`src/rtl/lc3_fetch_unit_if.sv`:
```
// Bundle of the fetch unit's two handshakes: the instruction-memory
// req/ack read port and the valid/ready instruction port towards execute,
// plus the redirect pulse coming back from execute.
interface lc3_fetch_unit_if;
    // Instruction memory read port
    logic        mem_req;
    logic [15:0] mem_addr;
    logic        mem_ack;
    logic [15:0] mem_rdata;

    // Instruction delivery towards the execute stage
    logic [15:0] ir;
    logic [15:0] ir_npc;
    logic        ir_valid;
    logic        ir_ready;

    // Control-flow change reported by the execute stage
    logic        redirect;
    logic [15:0] redirect_pc;

    // The fetch unit itself
    modport master (
        output mem_req,
        output mem_addr,
        input  mem_ack,
        input  mem_rdata,
        output ir,
        output ir_npc,
        output ir_valid,
        input  ir_ready,
        input  redirect,
        input  redirect_pc
    );

    // Its surroundings: instruction memory plus execute stage
    modport slave (
        input  mem_req,
        input  mem_addr,
        output mem_ack,
        output mem_rdata,
        input  ir,
        input  ir_npc,
        input  ir_valid,
        output ir_ready,
        output redirect,
        output redirect_pc
    );
endinterface

```
`src/rtl/lc3_fetch_unit.sv`:
```
// LC-3 instruction fetch stage. Owns the fetch PC, issues one-word reads to
// instruction memory, queues returned words together with their incremented
// PC in a small circular FIFO and hands them to execute over valid/ready.
// A redirect flushes the FIFO and restarts fetching at the new address; a
// read already in flight is allowed to complete and its data is thrown away.
module lc3_fetch_unit #(
    parameter logic [15:0] RESET_PC  = 16'h3000,
    parameter int          BUF_DEPTH = 2
) (
    input logic               clk,
    input logic               rst_n,
    lc3_fetch_unit_if.master  fetch_if
);

    // Fetch controller states
    localparam logic [1:0] ST_IDLE    = 2'd0;
    localparam logic [1:0] ST_REQ     = 2'd1;
    localparam logic [1:0] ST_DISCARD = 2'd2;

    // Storage is sized for the largest legal depth; only the first
    // BUF_DEPTH slots are ever addressed.
    localparam int         MAX_DEPTH = 4;
    localparam logic [2:0] DEPTH     = 3'(BUF_DEPTH);
    localparam logic [1:0] LAST_PTR  = 2'(BUF_DEPTH - 1);

    logic [1:0]  r_state;
    logic [15:0] r_fpc;
    logic [15:0] r_pend_pc;
    logic        r_mem_req;
    logic [15:0] r_mem_addr;

    logic [15:0] r_buf_word [0:MAX_DEPTH-1];
    logic [15:0] r_buf_npc  [0:MAX_DEPTH-1];
    logic [1:0]  r_head;
    logic [1:0]  r_tail;
    logic [2:0]  r_count;

    logic        w_valid;
    logic        w_pop;
    logic        w_push;
    logic        w_flush;
    logic        w_has_room;
    logic [15:0] w_fpc_inc;

    // Circular pointer advance that wraps at the configured depth
    function automatic logic [1:0] nextPtr(input logic [1:0] ptr);
        nextPtr = (ptr == LAST_PTR) ? 2'd0 : ptr + 2'd1;
    endfunction

    // Handshake qualifiers shared by the controller and the FIFO
    always_comb begin
        w_valid    = (r_count != 3'd0);
        w_pop      = w_valid & fetch_if.ir_ready;
        w_push     = (r_state == ST_REQ) & fetch_if.mem_ack & ~fetch_if.redirect;
        w_flush    = fetch_if.redirect;
        w_has_room = (r_count < DEPTH);
        w_fpc_inc  = r_fpc + 16'd1;
    end

    // Fetch controller: issues a request from IDLE when the FIFO has room,
    // waits for ack in REQ, and in DISCARD waits out a request whose data
    // became stale because of a redirect.
    always_ff @(posedge clk or negedge rst_n) begin
        if (!rst_n) begin
            r_state    <= ST_IDLE;
            r_fpc      <= RESET_PC;
            r_pend_pc  <= 16'h0000;
            r_mem_req  <= 1'b0;
            r_mem_addr <= 16'h0000;
        end else begin
            case (r_state)
                ST_IDLE: begin
                    if (fetch_if.redirect) begin
                        r_fpc <= fetch_if.redirect_pc;
                    end else if (w_has_room) begin
                        r_mem_req  <= 1'b1;
                        r_mem_addr <= r_fpc;
                        r_state    <= ST_REQ;
                    end
                end
                ST_REQ: begin
                    if (fetch_if.mem_ack) begin
                        r_mem_req <= 1'b0;
                        r_state   <= ST_IDLE;
                        r_fpc     <= fetch_if.redirect ? fetch_if.redirect_pc : w_fpc_inc;
                    end else if (fetch_if.redirect) begin
                        r_pend_pc <= fetch_if.redirect_pc;
                        r_state   <= ST_DISCARD;
                    end
                end
                ST_DISCARD: begin
                    if (fetch_if.mem_ack) begin
                        r_mem_req <= 1'b0;
                        r_state   <= ST_IDLE;
                        r_fpc     <= fetch_if.redirect ? fetch_if.redirect_pc : r_pend_pc;
                    end else if (fetch_if.redirect) begin
                        r_pend_pc <= fetch_if.redirect_pc;
                    end
                end
                default: begin
                    r_mem_req <= 1'b0;
                    r_state   <= ST_IDLE;
                end
            endcase
        end
    end

    // FIFO occupancy and pointers; a redirect empties the queue after any
    // same-cycle pop has already handed its instruction to execute.
    always_ff @(posedge clk or negedge rst_n) begin
        if (!rst_n) begin
            r_head  <= 2'd0;
            r_tail  <= 2'd0;
            r_count <= 3'd0;
        end else if (w_flush) begin
            r_head  <= 2'd0;
            r_tail  <= 2'd0;
            r_count <= 3'd0;
        end else begin
            if (w_push) begin
                r_tail <= nextPtr(r_tail);
            end
            if (w_pop) begin
                r_head <= nextPtr(r_head);
            end
            r_count <= r_count + {2'b00, w_push} - {2'b00, w_pop};
        end
    end

    // FIFO payload: the fetched word and the address following it
    always_ff @(posedge clk) begin
        if (w_push) begin
            r_buf_word[r_tail] <= fetch_if.mem_rdata;
            r_buf_npc[r_tail]  <= w_fpc_inc;
        end
    end

    assign fetch_if.mem_req  = r_mem_req;
    assign fetch_if.mem_addr = r_mem_addr;
    assign fetch_if.ir_valid = w_valid;
    assign fetch_if.ir       = w_valid ? r_buf_word[r_head] : 16'h0000;
    assign fetch_if.ir_npc   = w_valid ? r_buf_npc[r_head]  : 16'h0000;

endmodule

```
`src/flat_wrapper.sv`:
```
// flat-port wrapper written by rule: the top's interface ports become plain ports
module lc3_fetch_unit_flat 
#(
    parameter logic [15:0] RESET_PC  = 16'h3000,
    parameter int          BUF_DEPTH = 2
)
  (clk, rst_n, fetch_if_mem_req, fetch_if_mem_addr, fetch_if_mem_ack, fetch_if_mem_rdata, fetch_if_ir, fetch_if_ir_npc, fetch_if_ir_valid, fetch_if_ir_ready, fetch_if_redirect, fetch_if_redirect_pc);
  lc3_fetch_unit_if fetch_if_i ();
  input logic clk;
  input logic rst_n;
  output wire logic [$bits(fetch_if_i.mem_req)-1:0] fetch_if_mem_req;
  output wire logic [$bits(fetch_if_i.mem_addr)-1:0] fetch_if_mem_addr;
  input wire logic [$bits(fetch_if_i.mem_ack)-1:0] fetch_if_mem_ack;
  input wire logic [$bits(fetch_if_i.mem_rdata)-1:0] fetch_if_mem_rdata;
  output wire logic [$bits(fetch_if_i.ir)-1:0] fetch_if_ir;
  output wire logic [$bits(fetch_if_i.ir_npc)-1:0] fetch_if_ir_npc;
  output wire logic [$bits(fetch_if_i.ir_valid)-1:0] fetch_if_ir_valid;
  input wire logic [$bits(fetch_if_i.ir_ready)-1:0] fetch_if_ir_ready;
  input wire logic [$bits(fetch_if_i.redirect)-1:0] fetch_if_redirect;
  input wire logic [$bits(fetch_if_i.redirect_pc)-1:0] fetch_if_redirect_pc;
  assign fetch_if_mem_req = fetch_if_i.mem_req;
  assign fetch_if_mem_addr = fetch_if_i.mem_addr;
  assign fetch_if_i.mem_ack = fetch_if_mem_ack;
  assign fetch_if_i.mem_rdata = fetch_if_mem_rdata;
  assign fetch_if_ir = fetch_if_i.ir;
  assign fetch_if_ir_npc = fetch_if_i.ir_npc;
  assign fetch_if_ir_valid = fetch_if_i.ir_valid;
  assign fetch_if_i.ir_ready = fetch_if_ir_ready;
  assign fetch_if_i.redirect = fetch_if_redirect;
  assign fetch_if_i.redirect_pc = fetch_if_redirect_pc;
  lc3_fetch_unit #(.RESET_PC(RESET_PC), .BUF_DEPTH(BUF_DEPTH)) u_core (.clk(clk), .rst_n(rst_n), .fetch_if(fetch_if_i));
endmodule
```
`config.mk`:
```
export PLATFORM = sky130hd
export DESIGN_NAME = lc3_fetch_unit_flat
export DESIGN_NICKNAME = d
export VERILOG_FILES = /design/src/rtl/lc3_fetch_unit_if.sv /design/src/rtl/lc3_fetch_unit.sv /design/src/flat_wrapper.sv
export SDC_FILE = /design/constraint.sdc
export NUM_CORES = 1
export LEC_CHECK = 0
export ABC_AREA = 1
export CORE_ASPECT_RATIO = 1.1
export CORE_MARGIN = 2
export CORE_UTILIZATION = 57
export CTS_CLUSTER_DIAMETER = 200
export DETAILED_ROUTE_END_ITERATION = 10
export HOLD_SLACK_MARGIN = 0.1
export PLACE_DENSITY = 0.8
export SYNTH_ARGS = -nofsm -noshare
export SYNTH_HDL_FRONTEND = slang
export SYNTH_SLANG_ARGS = --single-unit
```
`constraint.sdc`:
```
create_clock -name clk -period 4.4 [get_ports clk]
set_clock_uncertainty 0.2 [all_clocks]
set_input_delay 0.88 -clock clk [delete_from_list [all_inputs] [get_ports clk]]
set_output_delay 0.88 -clock clk [all_outputs]
set_load 0.005 [all_outputs]
```
==> results summary, run 1 <==
The worst path required time came out at 3.32 ns. The count of nets left with antenna violations after detail routing is 0. The worst path needs 3.91 ns of the cycle, external delays included. The peak fanout along the critical path is 32. The post-cts resize count is 0. The setup path with the least slack is of type flop to output pin. The final hold violation count came out at 0. For this design, the CTS-stage hold fixing added 0 buffers. The maximum count of clock buffers along a single path is 2. The die width came out at around 120 um. For this run the aggregate overflow at the end of global routing stands at 0. The total placed instance area is ~9300 um^2. The final weighted congestion of routability-driven global placement is 0.833. At the placement stage, the worst setup path has a slack of between 0.9 and 1 ns. The min-delay analysis places its worst path in the category flop to flop. The cell count after synthesis is approximately 860.

After synthesis, the most frequently instantiated cells are sky130_fd_sc_hd__nor2_1, sky130_fd_sc_hd__nand2_1, sky130_fd_sc_hd__edfxtp_1. The share of the core filled with cells in the final layout came out at 0.697. The first-pass GRT wire length came out at 29.0 mm. Among all stages on the critical path, the largest delay is contributed by sky130_fd_sc_hd__dfrtp_2. Setup repair after global routing left no endpoint under its margin.

The total detailed-routing wirelength is 17.9 mm. Dividing the detail-routed wire length by the instance count gives 15.7 um. The number of vias in the routed layout is 6207. The finished cells cover 9990 um^2. The tree is rooted in a sky130_fd_sc_hd__clkbuf_16. The sort of element at the end of the critical path is an output pin.

The number of synthesized register bits is 186. TritonCTS built the clock tree. The maximum number of pins on one net before global-route repair came out at 45. The initial core utilization came out at 0.580. The synthesized net count came out at 904.

The delay of the slowest cell on the worst path came out at 0.61 ns. The die covers approximately 16000 um^2. The final-stage net count is ~980.

The H-tree was split into 4 levels. In this run the power spent charging and discharging nets is around 2.3 mW. The area of the placeable core came out at between 10000 and 15000 um^2. After synthesis, the cell types taking the most area are sky130_fd_sc_hd__edfxtp_1, sky130_fd_sc_hd__dfrtp_1, sky130_fd_sc_hd__nor2_1, sky130_fd_sc_hd__o21ai_0, sky130_fd_sc_hd__nand2_1. The fraction of power consumed by combinational cells came out at 0.373. The clock reaches the later pin of the worst-skew pair after 0.43 ns.

The number of buffers added for setup after CTS is 0. The clock network fraction of total power came out at 0.252. The post-route worst setup slack came out at 0.492 ns. The number of library cell types mapped by synthesis is 34. The data arrival time of the critical path came out at 2.83 ns.

Of all flip-flops after synthesis, the portion carrying an async set or reset was 0.312. The most common cell in the synthesized netlist is sky130_fd_sc_hd__nor2_1. Across the run, the number of max-cap violations was 0. Traced cell by cell, the critical path runs through inv_1 > buf_4 > o21ai_0 > a21oi_1 > clkdlybuf4s50_1. The area share of the largest cell type after synthesis came out at 0.462.

The achievable clock frequency is 0.256 GHz. The flow ran to the end, and the final reports show no timing, DRC or antenna violations. Cell internal power was estimated by the tool at 4.27 mW. Dividing total power by cell area gives a power density of 657 nW/um^2. Summed over all failing endpoints, the final setup total negative slack is 0 ns. After the first detailed-routing iteration, the DRC count stood at 591. In the final layout, the share of cells above drive strength 1 is 0.0730. The count of flip-flops with a built-in enable after synthesis came out at between 100 and 150. TritonCTS created 17 clock buffers.

The boundary pin count is 87. The number of pins with negative max-slew slack in the final report came out at 0. The worst setup path is launched from a flop. The first detailed-routing pass took 5 iterations. The slew at the pin closest to its max-slew limit came out at 1.10 ns.

The part of the power in registers came out at 0.375. The count of standard-cell rows is 46. The final-report setup violation count came out at 0. The synthesized netlist occupies a cell area of between 8000 and 9000 um^2. The worst pin sits at a relative slew slack of 0.267. For this run, design rule violations remaining after detail routing come to 0.

The worst ir drop on vdd is a little over 0.5 mV. Of the total power, the share spent switching nets is 0.349. The clock net in this run drives a total of 186 sinks. The via count of the first global-routing pass came out at 5917. The static power due to leakage is about 3.9 nW.

During placement, the flow inserted port buffers numbering 86. After detailed routing, the number of vias per cell comes to roughly 5.5. The average footprint of a synthesized cell came out at 9.70 um^2. In the finished design, the share of the clock period the worst path needs comes to 0.888. The clock transition time at the flip-flop clock pins of the worst setup and hold paths is 0.07 ns. Compared with the post-synthesis result, the final layout area differs by 20.1%. In the global route stage, overall resource usage came out at 0.241. Detailed placement ended at an HPWL of between 10 and 15 mm. Among all flip-flop cells after synthesis, the most frequent one is sky130_fd_sc_hd__edfxtp_1.

The Yosys step of the flow raised 0 warnings. The initial antenna violation count is 0. The count of antenna diodes in the layout is 0. The total of fill cells in the finished design is between 1000 and 1500. From bottom edge to top edge, the die measures 131 um.

Summed over all instances, the cell type with the most area after synthesis is sky130_fd_sc_hd__edfxtp_1. For this run, the register share of the synthesized area comes to 0.637.
==> flip-flops by register name (all words and copies together), names as in the netlist <==
register,count
u_core.r_buf_npc,64
u_core.r_buf_word,64
u_core.fetch_if.mem_addr,16
u_core.r_fpc,16
u_core.r_pend_pc,16
u_core.r_count,3
u_core.r_head,2
u_core.r_state,2
u_core.r_tail,2
u_core.fetch_if.mem_req,1
==> metal layers <==
| layer | track usage | up-vias | wire, um |
|---|---|---|---|
| met5 | 0 | - | 0 |
| met4 | 0.0784 | 0 | 243 |
| met3 | 0.0486 | 21 | 1020 |
| met2 | 0.418 | 206 | 8920 |
| met1 | 0.308 | 2959 | 7690 |
| li1 | - | 3021 | - |
==> cell usage in the layout, fill, tap and decap left out, drive strengths merged <==
master         netlist  routed
a211oi               1       1
a21boi               1       1
a21oi               53      53
a221oi               1       1
and2                 3       3
buf                 23      16
bufinv               0       5
clkbuf              23      18
clkdlybuf4s50        0      85
clkinv               0       3
clkinvlp             0       2
dfrtp               56      56
dfstp                2       2
edfxtp             128     128
fa                   1       1
ha                   8       8
inv                 59      63
nand2              160     160
nand3               14      14
nand4                3       3
nor2               174     174
nor3                 5       5
nor3b                1       1
o21ai              132     132
o22ai                4       4
xor2                 6       6
==> power groups by stage <==
stage               sequential, mW  clock (mW)  combinational (mW)
floorplan                     2.43           0                1.51
global placement              2.48           0                2.35
detailed placement            2.49           0                2.41
CTS                           2.46        1.67                2.44
global route                  2.49        1.73                2.73
finish                        2.46        1.66                2.45
==> area by class of cell <==
| class | count | area, um^2 | area share |
|---|---|---|---|
| Clock buffer | 18 | 429 | 0.0430 |
| Clock inverter | 14 | 216 | 0.0217 |
| Timing Repair Buffer | 101 | 968 | 0.0969 |
| Tap cell | 192 | 240 | 0.0240 |
| Sequential cell | 186 | 5300 | 0.530 |
| Multi-Input combinational cell | 567 | 2620 | 0.262 |
| Inverter | 59 | 221 | 0.0222 |
==> kinds of logic (layout without fill, tap and decap cells) <==
kind of cell	count (synthesis)	after routing	share of synthesized area
buf+inv	105	192	0.0513
fa+ha+maj	9	9	0.0144
xor+xnor	6	6	0.00722
compound gates	192	192	0.119
simple gates	360	360	0.172
flops	186	186	0.637
==> critical path, delay by kind of cell, from the launching register on <==
family | cells | cell delay, ns
buf+inv | 3 | 1.38
flops | 1 | 0.61
compound gates | 2 | 0.39
==> final timing paths <==
check / from / cells after the start / slack, ns / endpoint
min: u_core.fetch_if.mem_addr[6] / 2 / 0.29 / u_core.fetch_if.mem_addr[6]
max in group asynchronous: rst_n / 2 / 2.80 / u_core.r_state[1]
max: u_core.r_head[0] / 5 / 0.49 / fetch_if_ir_npc[0]
max reg2reg: u_core.r_state[0] / 6 / 1.35 / u_core.fetch_if.mem_req
min in group asynchronous: rst_n / 1 / 0.41 / u_core.r_pend_pc[11]
min reg2reg: u_core.fetch_if.mem_addr[6] / 2 / 0.29 / u_core.fetch_if.mem_addr[6]
==> per-stage QoR <==
| step | total power [mW] | cells | hold WS (ns) |
|---|---|---|---|
| after floorplan | 3.93 | 858 | 0.262 |
| after detailed placement | 4.90 | 1105 | 0.275 |
| final | 6.56 | 1137 | 0.288 |
| after CTS | 6.57 | 1137 | 0.292 |
| after global placement | 4.83 | 1105 | 0.268 |
| after global routing | 6.96 | 1137 | 0.306 |
No activity file was read; power rests on OpenSTA's default activity.
==> inputs of run 2 (changes only) <==
--- a/config.mk
+++ b/config.mk
@@ -13,6 +13,7 @@
 export DETAILED_ROUTE_END_ITERATION = 10
 export HOLD_SLACK_MARGIN = 0.1
 export PLACE_DENSITY = 0.8
+export REMOVE_ABC_BUFFERS = 1
 export SYNTH_ARGS = -nofsm -noshare
 export SYNTH_HDL_FRONTEND = slang
 export SYNTH_SLANG_ARGS = --single-unit
==> run 2 against run 1 <==
Against the previous run:
- sequential power about the same
- clock-buffer cell count unchanged
- via count decreased by 0.35%
- die area unchanged
- global-route usage decreased by 0.12 points
- worst hold slack improved by 0.00060 ns
- wire length decreased by 1.7%
- non-clock buffer count increased by 3
==> results summary, run 2 (same netlist as run 1, synthesis figures left out) <==
The data arrival time of the critical path is 2.48 ns (was 2.83 ns). The static power due to leakage is 3.89 nW (was 3.92 nW). The headroom to the max-slew limit came out at 0.404 (was 0.267). The path depth of the worst reg2reg path came out at 12 (was 6).

The time the worst path needs with I/O delays and setup is 3.56 ns (was 3.91 ns). The slew at the pin closest to its max-slew limit came to 0.894 ns (was 1.10 ns). The reg-to-reg critical path startpoint is u_core.r_count[1] (was u_core.r_state[0]).

The capture point of the worst path is fetch_if_ir_npc[11] (was fetch_if_ir_npc[0]). The count of antenna diodes in the layout came to 0 (unchanged). The vertical die dimension came to 131 um (unchanged).

The critical path startpoint is u_core.r_head[0] (unchanged). The cell area power density was 641 nW/um^2 (was 657 nW/um^2). The number of pins with negative max-slew slack in the final report came to 0 (unchanged). The die width is 119 um (unchanged). The post-route worst setup slack came out at 0.837 ns (was 0.492 ns). The die outline area came out at 15600 um^2 (unchanged). The sort of element at the end of the critical path was an output pin (unchanged). The total negative slack came out at 0 ns (unchanged). The critical path startpoint category is a flop (unchanged). The path type of the worst setup path is flop to output pin (unchanged). Unrepaired setup endpoints after global routing: no (unchanged). The share of the core filled with cells in the final layout came out at 0.693 (was 0.697).

The number of vias in the routed layout came to 6185 (was 6207). The count of hold-fix buffers inserted at cts is 0 (unchanged). The area overhead of the layout relative to synthesis came out at 19.3% (was 20.1%). Commonest cells after routing, fill and taps aside: sky130_fd_sc_hd__nor2_1, sky130_fd_sc_hd__nand2_1, sky130_fd_sc_hd__edfxtp_1 (unchanged). The number of iterations in the first detailed-routing pass came to 5 (unchanged). The number of port buffers is 86 (unchanged). The endpoint of the most critical register-to-register path is u_core.r_count[2] (was u_core.fetch_if.mem_req). The H-tree depth is 4 (unchanged). The total overflow reported by the global router is 0 (unchanged). The buffer cell driving the clock tree root is sky130_fd_sc_hd__clkbuf_16 (unchanged). The later-pin clock latency in the skew report came out at 0.42 ns (was 0.43 ns). The initial core utilization came out at 0.580 (unchanged). The worst-case register-to-register setup slack was 1.61 ns (was 1.35 ns). The detail-routed net length per standard cell came out at 15.4 um (was 15.7 um).

The final-report setup violation count is 0 (unchanged). The total detailed-routing wirelength came out at 17.6 mm (was 17.9 mm). The worst hold path class is flop to flop (unchanged). The number of design-rule violations left by the first detailed-router iteration is 620 (was 591).

The final-stage net count came out at 981 (was 978). The total global-route track usage came out at 0.239 (was 0.241). The HPWL reported at the end of detailed placement came out at 11.0 mm (about the same).

The via count of the first global-routing pass is 5946 (was 5917). The worst path required time came out at 3.32 ns (about the same). The first-pass GRT wire length came out at 28.9 mm (was 29.0 mm). The clock tree from TritonCTS was built (unchanged). The count of nets left with antenna violations after detail routing came out at 0 (unchanged).

The total CTS buffers is 17 (unchanged). The worst setup timing slack at the placement stage came out at 1.11 ns (was 0.996 ns). The number of buffers added for setup after CTS came out at 0 (unchanged). The achievable clock frequency is 0.281 GHz (was 0.256 GHz).

Largest registers ranked by flip-flop count: u_core.r_buf_npc: 64 flops, u_core.r_buf_word: 64 flops (unchanged). The maximum count of clock buffers along a single path is 2 (unchanged). The number of max-cap violations is 0 (unchanged).

The total clock sinks came out at 186 (unchanged). The maximum number of pins on one net before global-route repair is 65 (was 45). The initial antenna violation count came out at 0 (unchanged).

The commonest non-fill, non-tap cell in the layout is sky130_fd_sc_hd__nor2_1 (unchanged). The worst ir drop on vdd is 0.354 mV (was 0.511 mV). The clock transition time at the flip-flop clock pins of the worst setup and hold paths came out at 0.06 ns (was 0.07 ns). The worst-case hold slack is 0.288 ns (about the same).

The area of the placeable core is 14300 um^2 (unchanged). Status: finished, final reports clean (unchanged). The total of fill cells in the finished design is 1006 (was 1042). The detailed-route vias per instance is 5.43 (was 5.46). The final period utilization is 0.810 (was 0.888). The count of standard-cell rows is 46 (unchanged). The final weighted congestion of routability-driven global placement was 0.909 (was 0.833). The peak fanout along the critical path is 24 (was 32). The remaining routing DRC violations is 0 (unchanged). The boundary pin count is 87 (unchanged).

The fraction of final layout cells with drive strength greater than 1 is 0.0717 (was 0.0730). The final hold violation count is 0 (unchanged). The post-cts resize count came to 0 (unchanged).
## run 2: cell types whose count changed in the layout (fill, tap and decap cells not counted), sizes merged
cell / previous run / this run
clkinvlp: 2 / 3
bufinv: 5 / 2
inv: 63 / 59
buf: 16 / 19
clkinv: 3 / 9
## run 2: how the worst min path moves through the flow
stage                                       startpoint                           end  slack [ns]  cells past startpoint
final                      u_core.fetch_if.mem_addr[1]   u_core.fetch_if.mem_addr[1]        0.29                      2
after global routing      u_core.fetch_if.mem_addr[10]  u_core.fetch_if.mem_addr[10]        0.31                      2
after CTS                             u_core.r_fpc[12]              u_core.r_fpc[12]        0.29                      2
after detailed placement  u_core.fetch_if.mem_addr[10]  u_core.fetch_if.mem_addr[10]        0.28                      2
after global placement     u_core.fetch_if.mem_addr[1]   u_core.fetch_if.mem_addr[1]        0.27                      2
after floorplan                       u_core.r_fpc[12]              u_core.r_fpc[12]        0.26                      2
## run 2: metrics by stage
stage | cells | area (um^2) | power [mW]
3_3_place_gp | 1108 | 9370 | 4.86
6_report | 1140 | 9930 | 6.36
5_1_grt | 1140 | 9930 | 6.79
3_5_place_dp | 1108 | 9370 | 4.93
2_1_floorplan | 812 | 8110 | 3.82
4_1_cts | 1140 | 9930 | 6.37
## run 2: report_power, final
group | internal (mW) | switching [mW]
Combinational | 1.02 | 1.47
Clock | 0.826 | 0.609
Sequential | 2.26 | 0.181
Total | 4.10 | 2.26
## run 2: area by class of cell
type,count,area [um^2],area share
Clock inverter,14,131,0.0132
Sequential cell,186,5300,0.534
Tap cell,192,240,0.0242
Clock buffer,18,429,0.0432
Multi-Input combinational cell,567,2620,0.264
Timing Repair Buffer,104,991,0.0998
Inverter,59,221,0.0223
## run 2: metal layers
| layer | track usage | wire (um) | up-vias |
|---|---|---|---|
| li1 | - | - | 3022 |
| met1 | 0.307 | 7430 | 2902 |
| met2 | 0.411 | 8740 | 229 |
| met3 | 0.0434 | 1030 | 32 |
| met4 | 0.0952 | 359 | 0 |
| met5 | 0 | 0 | - |
## run 2: critical path: stages (launching register included)
cell and delay [ns]:
sky130_fd_sc_hd__dfrtp_2 0.40, sky130_fd_sc_hd__inv_1 0.42, sky130_fd_sc_hd__buf_4 0.35, sky130_fd_sc_hd__o21ai_0 0.14, sky130_fd_sc_hd__a21oi_1 0.22, sky130_fd_sc_hd__clkdlybuf4s50_1 0.53
